<file path="src/rtl/mshr_rsp_pkg.sv">
// Shared D-cache definitions for the miss tracker: field widths, the
// coherence message type, the per-entry state encoding and a small helper
// that identifies requests which return data.
package mshr_rsp_pkg;

   localparam int DCACHE_TAG_W        = 20;
   localparam int DCACHE_IDX_W        = 6;
   localparam int DCACHE_WORD_IN_BITS = 32;
   localparam int MSHR_TXN_NUM        = 16;
   localparam int MSHR_TXN_W          = 4;

   typedef enum logic [1:0] {
      NONE  = 2'd0,
      GET_S = 2'd1,
      GET_M = 2'd2,
      PUT_M = 2'd3
   } message_t;

   typedef enum logic [1:0] {
      FREE = 2'd0,
      WAIT = 2'd1,
      RDY  = 2'd2
   } entry_state_t;

   // Only read-type requests come back with data and need a table entry.
   function automatic logic is_get(input message_t m);
      return (m == GET_S) || (m == GET_M);
   endfunction

endpackage

</file>
<file path="src/rtl/mshr_rsp_prio_enc.sv">
// Lowest-index priority encoder.
//   req   : request vector, bit 0 has the highest priority
//   found : at least one request bit set
//   idx   : index of the lowest set bit (0 when none)
module mshr_rsp_prio_enc #(
   parameter int N = 16,
   parameter int W = 4
) (
   input  logic [N-1:0] req,
   output logic         found,
   output logic [W-1:0] idx
);

   always_comb begin
      found = 1'b0;
      idx   = '0;
      // Scan from the top down so the last hit written is the lowest index.
      for (int i = N - 1; i >= 0; i--) begin
         if (req[i]) begin
            found = 1'b1;
            idx   = W'(i);
         end
      end
   end

endmodule

</file>
<file path="src/rtl/mshr_rsp.sv">
// Response-side miss tracker for the non-blocking D-cache.
// Acks the head issue request when memory returns a nonzero transaction ID,
// parks read requests in a table indexed by that ID, marks them ready when
// memory data returns, drains ready entries to the fill port (lowest ID
// first) and answers load-queue address probes.
//   clk, rst            : clock, synchronous active-high reset
//   iss_*               : head-of-issue-queue request; iss_ack_o pops it
//   mem_rsp_i           : nonzero = request accepted with this ID
//   mem_tag_i/mem_data_i: nonzero tag = data returning for this ID
//   fill_*              : lowest ready entry, consumed by fill_ack_i
//   lq_*                : load probe, pending (WAIT) or hit (RDY) with data
//   pending_cnt_o       : number of non-FREE entries
//   err_o               : sticky protocol error
module mshr_rsp
   import mshr_rsp_pkg::*;
#(
   parameter int TXN_NUM = 16,
   parameter int TXN_W   = 4
) (
   input  logic                           clk,
   input  logic                           rst,
   input  logic                           iss_en_i,
   input  logic [DCACHE_TAG_W-1:0]        iss_tag_i,
   input  logic [DCACHE_IDX_W-1:0]        iss_idx_i,
   input  logic [DCACHE_WORD_IN_BITS-1:0] iss_data_i,
   input  message_t                       iss_message_i,
   input  logic                           iss_stq_c_flag_i,
   output logic                           iss_ack_o,
   input  logic [TXN_W-1:0]               mem_rsp_i,
   input  logic [TXN_W-1:0]               mem_tag_i,
   input  logic [DCACHE_WORD_IN_BITS-1:0] mem_data_i,
   output logic                           fill_en_o,
   output logic [DCACHE_TAG_W-1:0]        fill_tag_o,
   output logic [DCACHE_IDX_W-1:0]        fill_idx_o,
   output message_t                       fill_message_o,
   output logic                           fill_stq_c_flag_o,
   output logic [DCACHE_WORD_IN_BITS-1:0] fill_data_o,
   output logic [DCACHE_WORD_IN_BITS-1:0] fill_st_data_o,
   input  logic                           fill_ack_i,
   input  logic [DCACHE_TAG_W-1:0]        lq_tag_i,
   input  logic [DCACHE_IDX_W-1:0]        lq_idx_i,
   output logic                           lq_pending_o,
   output logic                           lq_hit_o,
   output logic [DCACHE_WORD_IN_BITS-1:0] lq_hit_data_o,
   output logic [TXN_W-1:0]               pending_cnt_o,
   output logic                           err_o
);

   entry_state_t                   st_q    [TXN_NUM];
   logic [DCACHE_TAG_W-1:0]        tag_q   [TXN_NUM];
   logic [DCACHE_IDX_W-1:0]        idx_q   [TXN_NUM];
   logic [DCACHE_WORD_IN_BITS-1:0] sdata_q [TXN_NUM];
   logic [DCACHE_WORD_IN_BITS-1:0] mdata_q [TXN_NUM];
   message_t                       msg_q   [TXN_NUM];
   logic                           flag_q  [TXN_NUM];
   logic [TXN_W-1:0]               cnt_q;
   logic                           err_q;

   logic [TXN_NUM-1:0] rdy_vec;
   logic [TXN_NUM-1:0] match_vec;
   logic               fill_found;
   logic [TXN_W-1:0]   fill_sel;
   logic               probe_found;
   logic [TXN_W-1:0]   probe_sel;

   logic rec_req, rec_ok, dat_req, dat_ok, drain, err_evt;

   always_comb begin
      rdy_vec   = '0;
      match_vec = '0;
      for (int i = 0; i < TXN_NUM; i++) begin
         rdy_vec[i]   = (st_q[i] == RDY);
         match_vec[i] = (st_q[i] != FREE) && (tag_q[i] == lq_tag_i) &&
                        (idx_q[i] == lq_idx_i);
      end
   end

   mshr_rsp_prio_enc #(.N(TXN_NUM), .W(TXN_W)) u_fill_sel (
      .req   (rdy_vec),
      .found (fill_found),
      .idx   (fill_sel)
   );

   mshr_rsp_prio_enc #(.N(TXN_NUM), .W(TXN_W)) u_probe_sel (
      .req   (match_vec),
      .found (probe_found),
      .idx   (probe_sel)
   );

   assign iss_ack_o = iss_en_i && (mem_rsp_i != '0);

   // Entry 0 is never written, so its all-zero fields are what the fill
   // port shows while nothing is ready.
   assign fill_en_o         = fill_found;
   assign fill_tag_o        = tag_q[fill_sel];
   assign fill_idx_o        = idx_q[fill_sel];
   assign fill_message_o    = msg_q[fill_sel];
   assign fill_stq_c_flag_o = flag_q[fill_sel];
   assign fill_data_o       = mdata_q[fill_sel];
   assign fill_st_data_o    = sdata_q[fill_sel];

   // The lowest matching live entry decides between pending and hit.
   assign lq_pending_o  = probe_found && (st_q[probe_sel] == WAIT);
   assign lq_hit_o      = probe_found && (st_q[probe_sel] == RDY);
   assign lq_hit_data_o = lq_hit_o ? mdata_q[probe_sel] : '0;

   assign pending_cnt_o = cnt_q;
   assign err_o         = err_q;

   // All decisions use the pre-edge state; legal events always target
   // distinct entries, since each one requires a different current state.
   assign rec_req = iss_ack_o && is_get(iss_message_i);
   assign rec_ok  = rec_req && (st_q[mem_rsp_i] == FREE);
   assign dat_req = (mem_tag_i != '0);
   assign dat_ok  = dat_req && (st_q[mem_tag_i] == WAIT) &&
                    !(rec_req && (mem_rsp_i == mem_tag_i));
   assign drain   = fill_ack_i && fill_en_o;
   assign err_evt = (rec_req && !rec_ok) || (dat_req && !dat_ok) ||
                    (fill_ack_i && !fill_en_o);

   always_ff @(posedge clk) begin
      if (rst) begin
         for (int i = 0; i < TXN_NUM; i++) begin
            st_q[i]    <= FREE;
            tag_q[i]   <= '0;
            idx_q[i]   <= '0;
            sdata_q[i] <= '0;
            mdata_q[i] <= '0;
            msg_q[i]   <= NONE;
            flag_q[i]  <= 1'b0;
         end
         cnt_q <= '0;
         err_q <= 1'b0;
      end else begin
         if (rec_ok) begin
            st_q[mem_rsp_i]    <= WAIT;
            tag_q[mem_rsp_i]   <= iss_tag_i;
            idx_q[mem_rsp_i]   <= iss_idx_i;
            sdata_q[mem_rsp_i] <= iss_data_i;
            msg_q[mem_rsp_i]   <= iss_message_i;
            flag_q[mem_rsp_i]  <= iss_stq_c_flag_i;
         end
         if (dat_ok) begin
            st_q[mem_tag_i]    <= RDY;
            mdata_q[mem_tag_i] <= mem_data_i;
         end
         if (drain) begin
            st_q[fill_sel]    <= FREE;
            tag_q[fill_sel]   <= '0;
            idx_q[fill_sel]   <= '0;
            sdata_q[fill_sel] <= '0;
            mdata_q[fill_sel] <= '0;
            msg_q[fill_sel]   <= NONE;
            flag_q[fill_sel]  <= 1'b0;
         end
         // Data return moves WAIT->RDY and leaves the live count unchanged.
         cnt_q <= cnt_q + TXN_W'(rec_ok) - TXN_W'(drain);
         if (err_evt) err_q <= 1'b1;
      end
   end

endmodule

</file>
<file path="config.mk">
export PLATFORM = sky130hd
export DESIGN_NAME = mshr_rsp
export DESIGN_NICKNAME = d
export VERILOG_FILES = /design/src/rtl/mshr_rsp_pkg.sv /design/src/rtl/mshr_rsp_prio_enc.sv /design/src/rtl/mshr_rsp.sv
export SDC_FILE = /design/constraint.sdc
export NUM_CORES = 2
export LEC_CHECK = 0
export ABC_CLOCK_PERIOD_IN_PS = 8160
export CAP_MARGIN = 40
export CELL_PAD_IN_SITES_DETAIL_PLACEMENT = 1
export CELL_PAD_IN_SITES_GLOBAL_PLACEMENT = 1
export CORE_MARGIN = 2
export CORE_UTILIZATION = 40
export CTS_CLUSTER_DIAMETER = 80
export DETAILED_ROUTE_END_ITERATION = 12
export PLACE_DENSITY = 0.72
export SYNTH_ARGS = -nofsm -noshare
export SYNTH_HDL_FRONTEND = slang
export SYNTH_HIERARCHICAL = 1
export SYNTH_SLANG_ARGS = --single-unit
</file>
<file path="constraint.sdc">
create_clock -name clk -period 8.16 [get_ports clk]
set_input_delay 0.816 -clock clk [delete_from_list [all_inputs] [get_ports clk]]
set_output_delay 0.816 -clock clk [all_outputs]
set_load 0.05 [all_outputs]
</file>
# Yosys cells after proc, flatten, opt, wreduce, memory -nomap -nowiden
# Memories as Yosys holds them, arrays and structs flattened.
# Index checks and enable logic that the tools add are counted.
[word_totals]
ff_bits = 5
latchBits = 0
ram_bits = 1520
romBits = 0
in_bits = 131
elab_cells = 271
memories = 7
[op_classes]
add_sub_neg = 2
n_mul = 0
div = 0
n_lt_le_gt_ge = 0
eq_ne = 54
n_shift = 0
mux = 121
bitwise = 0
reduce_logical = 85
[memory_table]
columns = ["name", "depth", "word_bits", "read_ports", "rd_clocked_by_memory_dff", "wr", "line_no", "source"]
rows = [
  ["mdata_q", 16, 32, 2, 0, 16, "mshr_rsp.sv:53", "logic [DCACHE_WORD_IN_BITS-1:0] mdata_q [TXN_NUM];"],
  ["sdata_q", 16, 32, 1, 0, 16, "mshr_rsp.sv:52", "logic [DCACHE_WORD_IN_BITS-1:0] sdata_q [TXN_NUM];"],
  ["tag_q", 16, 20, 17, 0, 16, "mshr_rsp.sv:50", "logic [DCACHE_TAG_W-1:0] tag_q [TXN_NUM];"],
  ["idx_q", 16, 6, 17, 0, 16, "mshr_rsp.sv:51", "logic [DCACHE_IDX_W-1:0] idx_q [TXN_NUM];"],
  ["msg_q", 16, 2, 1, 0, 16, "mshr_rsp.sv:54", "message_t msg_q [TXN_NUM];"],
  ["st_q", 16, 2, 19, 0, 16, "mshr_rsp.sv:49", "entry_state_t st_q [TXN_NUM];"],
  ["+1 memories", "--", "--", "--", "--", "--", "--", ""],
]
[ops]
columns = ["op", "n"]
rows = [
  ["== test 20 bit", 16],
  ["2-to-1 mux 4 bit", 47],
  ["2-to-1 mux 32 bit", 5],
  ["OR reduction 32 bit", 4],
  ["== test 6 bit", 16],
  ["2-to-1 mux 1 bit", 60],
  ["logical AND 1 bit", 44],
  ["2-to-1 mux 20 bit", 2],
  ["OR reduction 20 bit", 2],
  ["== test 2 bit, second input constant", 18],
  ["nonzero test 2 bit", 16],
  ["2-to-1 mux 6 bit", 2],
  ["OR reduction 6 bit", 2],
  ["2-to-1 mux 2 bit", 5],
  ["OR reduction 2 bit", 5],
  ["nonzero test 4 bit", 2],
  ["== test 2 x 1 -> 1 bit, second input constant", 3],
  ["adder 4 x 1 -> 4 bit", 1],
  ["== test 4 bit", 1],
  ["zero test 1 bit", 4],
  ["subtractor 4 x 1 -> 4 bit", 1],
  ["logical OR 1 bit", 3],
  ["zero test 2 bit", 1],
  ["OR reduction 1 bit", 2],
]

# Longest topological paths before layout
[logic_depth]
word_depth = 23
ltp_mapped = 19
depth_no_buf = 15

# Hierarchy
# The synthesis kept the hierarchy.
[modules_own_cells]
columns = ["module", "n_inst", "cells_each", "area_per_inst_um2", "seq_area_each_um2"]
rows = [
  ["mshr_rsp", 1, 8265, 77360.4, 30529.3],
  ["mshr_rsp_prio_enc", 2, 33, 178.9, 0.0],
]

# Least setup slack after synthesis
# Ideal clock, no wire load.
[synth_path]
path_kind = "in2out"
from = "input port lq_tag_i[16]"
to = "output port lq_hit_data_o[0]"
arrival_ns = 5.604
required_ns = 7.344
path_slack_ns = 1.740
stages = 15
path_buffers = 5
cell_sequence = "clkbuf_1 clkbuf_1 xor2_1 nor4_1 nand4_1 nor4_1 a21oi_1 o311a_2 o22ai_1 clkbuf_1 clkbuf_1 buf_1 mux4_2 mux4_2 and3_1"
[synth_rtl]
columns = ["element", "line_no", "source"]
rows = [
  ["from (decl)", "mshr_rsp.sv:40", "input logic [DCACHE_TAG_W-1:0] lq_tag_i,"],
  ["== test 20 bit *", "mshr_rsp.sv:73", "match_vec[i] = (st_q[i] != FREE) && (tag_q[i] == lq_tag_i) &&"],
  ["logical AND 1 bit * (2 in a row)", "mshr_rsp.sv:73", ""],
  ["named net match_vec[13]", "mshr_rsp.sv:60", "logic [TXN_NUM-1:0] match_vec;"],
  ["2-to-1 mux 4 bit * (14 in a row)", "mshr_rsp_prio_enc.sv:19", "if (req[i]) begin"],
  ["named net probe_sel[0]", "mshr_rsp.sv:64", "logic [TXN_W-1:0] probe_sel;"],
  ["memory read (16 x 2 bit)", "--", ""],
  ["== test 2 bit", "mshr_rsp.sv:104", "assign lq_hit_o = probe_found && (st_q[probe_sel] == RDY);"],
  ["logical AND 1 bit", "mshr_rsp.sv:104", ""],
  ["2-to-1 mux 32 bit *", "mshr_rsp.sv:105", "assign lq_hit_data_o = lq_hit_o ? mdata_q[probe_sel] : '0;"],
  ["to (decl)", "mshr_rsp.sv:44", "output logic [DCACHE_WORD_IN_BITS-1:0] lq_hit_data_o,"],
]
# Mark *: on every way through the listed nets, which the timed path passes. The rest lies on a longest branch.

# Final worst setup path
[layout_path]
from = "input port lq_tag_i[16]"
to = "output port lq_hit_data_o[22]"
[layout_rtl]
columns = ["element", "line_no"]
rows = [
  ["== test 20 bit *", "mshr_rsp.sv:73"],
  ["logical AND 1 bit * (2 in a row)", "mshr_rsp.sv:73"],
  ["named net match_vec[11]", "mshr_rsp.sv:60"],
  ["2-to-1 mux 4 bit * (12 in a row)", "mshr_rsp_prio_enc.sv:19"],
  ["named net probe_sel[0]", "mshr_rsp.sv:64"],
  ["memory read (16 x 2 bit)", "--"],
  ["== test 2 bit", "mshr_rsp.sv:104"],
  ["logical AND 1 bit", "mshr_rsp.sv:104"],
  ["2-to-1 mux 32 bit *", "mshr_rsp.sv:105"],
]
# Marked as above.

==> impl_summary.txt <==
----------------------------------------------------
[Outcome]
  Result of the run ... complete, no violations

[Placed design]
  Routability-driven placement congestion ratio ... 1.07
  Total half-perimeter wirelength after legalization and detailed placement ... 230000 µm
  Number of buffer cells added on primary ports ... 264

[Clocking]
  Setup Buffers After CTS ... 0
  Num CTS Buffers ... 173
  Clock root cell ... sky130_fd_sc_hd__clkbuf_16
  Post-CTS Hold Buffers ... 0
  Clock tree from TritonCTS ... yes
  Total number of H-tree levels ... 4
  Clock insertion delay at the later pin of the skew report ... 880 ps
  Count of cells resized by post-cts repair ... 0
  Number of buffers on the longest clock path ... 3
  Clock input transition at the sequential cells of the worst setup and hold paths ... 60 ps
  TritonCTS sink count ... 1525

[Synth]
  Cell Area, Synth ... 77700 µm²
  Post-synthesis net count ... 8467
  Sequential area share after synthesis ... 39.3%
  Synth Flop Type ... sky130_fd_sc_hd__dfxtp_1
  Most area-hungry cell type in the Yosys netlist ... sky130_fd_sc_hd__dfxtp_1
  Share of synthesized registers carrying an async set or reset ... 0%
  Flop and latch count out of synthesis ... 1525
  Yosys cell types ... 52
  Yosys Warn Count ... 6
  Mapped Cells ... 8331
  Mean Syn Cell Area ... 9.33 µm²
  Share of Yosys cell area claimed by the top area cell type ... 39.3%
  Number of flops mapped to enable cells by yosys ... 0
  Cell types with the largest area share after synthesis ... sky130_fd_sc_hd__dfxtp_1 (39%), sky130_fd_sc_hd__mux4_2 (18%), sky130_fd_sc_hd__nand3_1 (9.2%)

[Die]
  Overall die area ... 198000 µm²
  Die extent in y ... 445 µm
  Starting utilization of the core area ... 40.3%
  Number of top-level design ports ... 265
  Placeable core region ... 193000 µm²
  Die extent in x ... 445 µm
  Number of rows created at floorplan ... 161

[Worst setup path]
  Count of buffering cells on the critical path with inverters included ... 5
  Required time at the worst-slack endpoint ... 7340 ps
  Endpoint class of the critical path ... primary output
  Critical path class ... input pin to primary output
  Cell with the most instances on the worst path ... sky130_fd_sc_hd__buf_4
  Critical Path AT ... 6820 ps
  Maximum fanout encountered on the critical timing path ... 52
  Critical path's largest stage delay ... 980 ps
  Critical Path Source Type ... input pin
  Cell family contributing the most delay on the critical path ... simple AND/OR/NAND/NOR gates
  Max stage delay cell, worst path ... sky130_fd_sc_hd__clkdlybuf4s50_1
  List of cells traversed by the critical path ... clkdlybuf4s50_1, xor2_1, nor4_1, nand4_1, nor4_1, a21oi_1, o311a_2, o22ai_4, buf_4, buf_4, buf_12, mux4_2, mux4_2, and3_1, buf_4

[Timing]
  Hold_ws ... 459 ps
  Unrepaired setup endpoints after global routing ... no
  Setup violators final ... 0
  Relative slew margins ... 18.7%
  Final Skew ... 73.5 ps
  Final hold vios ... 0
  Total Negative Setup Slacks ... 0 ps
  Min Tclk post-route ... 7630 ps
  Final count of pins violating max slew ... 0
  Upper clock frequency limit ... 131 MHz
  Worst Max-Slew Pin Slew ... 1220 ps
  Final period util ... 93.5%

[Detailed routing]
  Remaining DRCs ... 0
  Vias per Instance ... 6.59
  DR vias ... 71100
  Final wirelength ... 363000 µm
  Pre-Repair DR Iteration Count ... 5
  Average wire length per cell after detail routing ... 33.7 µm
  Starting DRT DRC Count ... 7961
  Post-DRT Antenna Nets ... 0

[Layout]
  Commonest non-fill, non-tap cells in the layout ... sky130_fd_sc_hd__dfxtp_1 (1525), sky130_fd_sc_hd__nand3_1 (1427), sky130_fd_sc_hd__nand2_1 (1420)
  Final cell utilization of the core ... 46.7%
  Most common cell after layout, fill and taps aside ... sky130_fd_sc_hd__dfxtp_1
  Synthesis-to-finish area growth ... 15.8%
  Number of nets in the layout ... 8215
  Fraction of final layout cells with drive strength greater than 1 ... 15.8%

[Power and ir drop]
  Reg power frac ... 42.8%
  Share of power burned in the clock network ... 47.7%
  Switching power ... 4.73 mW
  Peak supply drop ... 222 µV
  Fraction of power spent switching nets ... 26.7%
  Power density over the cells ... 197 nW/µm²
  Pleak ... 30.9 nW
  Internal power ... 13.0 mW
  Comb power frac ... 9.6%

[GRT]
  Maximum number of pins on one net before global-route repair ... 228
  Initial antenna violation count ... 40
  Via count of the first global-routing pass ... 72700
  Overflow left after global routing ... 0
  First-pass GRT wire length ... 521000 µm
  Overall Global Routing Usage ... 35.8%

[Min path]
  Tightest Hold Check Type ... register to register

[Job]
  Maximum capacitance violations ... 0

----------------------------------------------------
power by group through the flow:
stage	Combinational (mW)	Sequential (mW)	Clock, mW
finish	1.70	7.58	8.46
floorplan	1.04	7.74	0
detailed placement	1.67	7.74	0
global route	1.77	7.58	8.80
global placement	1.61	7.74	0
CTS	1.67	7.58	8.48
stage by stage:
step                      area (µm²)  cells  total power, mW  setup slack, ps
after floorplan                77700   8331             8.77             1740
after global placement         82200  10400             9.35              749
after detailed placement       83800  10400             9.41              639
after CTS                      89900  10700             17.7              596
after global routing           90000  10800             18.2              308
final                          90000  10800             17.7              528
worst reg2reg max path: stages, from the launching register on:
cell and delay (ps):
sky130_fd_sc_hd__dfxtp_1 730, sky130_fd_sc_hd__nor2b_1 140, sky130_fd_sc_hd__nor2_1 340, sky130_fd_sc_hd__nand2_1 210
sky130_fd_sc_hd__nor3b_2 360, sky130_fd_sc_hd__buf_12 650, sky130_fd_sc_hd__nand2b_1 450, sky130_fd_sc_hd__nor2_4 800
sky130_fd_sc_hd__buf_4 550, sky130_fd_sc_hd__buf_12 300, sky130_fd_sc_hd__a21oi_1 130
synth_stat cells, drive strengths merged, types with 4 or more instances:
cell type / number
nand4: 53
xor2: 222
nand2b: 12
clkbuf: 725
nor4: 83
nor3: 26
nand3b: 6
mux4: 637
mux2i: 485
buf: 207
dfxtp: 1525
ha: 4
nor2: 67
a31oi: 4
inv: 19
nor2b: 34
a211oi: 12
o21ai: 7
o21a: 15
or2: 11
nor3b: 5
nand2: 1431
xnor2: 202
a21oi: 947
and3: 36
and2: 96
nand3: 1431
layer usage:
layer	vias to the layer above	share of wire (%)	GRT usage (%)
li1	29200	-	-
met1	36700	40	46.9
met2	4113	45	55.6
met3	1098	9.0	6.50
met4	20	6.1	20.3
met5	-	0.036	0
worst paths after layout:
check | from | end | slack [ps] | depth (start not counted)
worst min register to register | sdata_q[0][24] | sdata_q[0][24] | 460 | 1
worst min-delay path | sdata_q[0][24] | sdata_q[0][24] | 460 | 1
worst max-delay path | lq_tag_i[16] | lq_hit_data_o[22] | 530 | 15
worst max register to register | st_q[2][0] | idx_q[8][2] | 3360 | 10
state kept, by name (all words and copies together) (netlist names):
name and flops:
tag_q 320, pending_cnt_o 4, sdata_q 512, idx_q 96, flag_q 16, msg_q 32
mdata_q 512, st_q 32, err_o 1
cell type report:
type | count | area, µm²
fill | 21200 | 103000
multi-input combinational | 5855 | 44100
sequential | 1525 | 30500
timing repair buffer | 505 | 5970
clock buffer | 249 | 5050
tap | 2526 | 3160
clock inverter | 68 | 1070
inverter | 19 | 78.8
antenna | 31 | 77.6
cell families (layout without fill, tap and decap cells):
logic type                 count (synthesis)  after routing  synth area share [%]
and+or+nand+nor                         3299           3299                  19.5
DFF                                     1525           1525                  39.3
muxes                                   1125           1125                  24.7
AOI/OAI and AO/OA                       1002           1002                  6.73
buffers and inverters                    951            841                  4.87
xor gates and xnor gates                 424            424                  4.78
adders and majority gates                  5              5                0.0902
other                                      0             31                     0
Note: power is estimated with default switching activity, not from simulation.
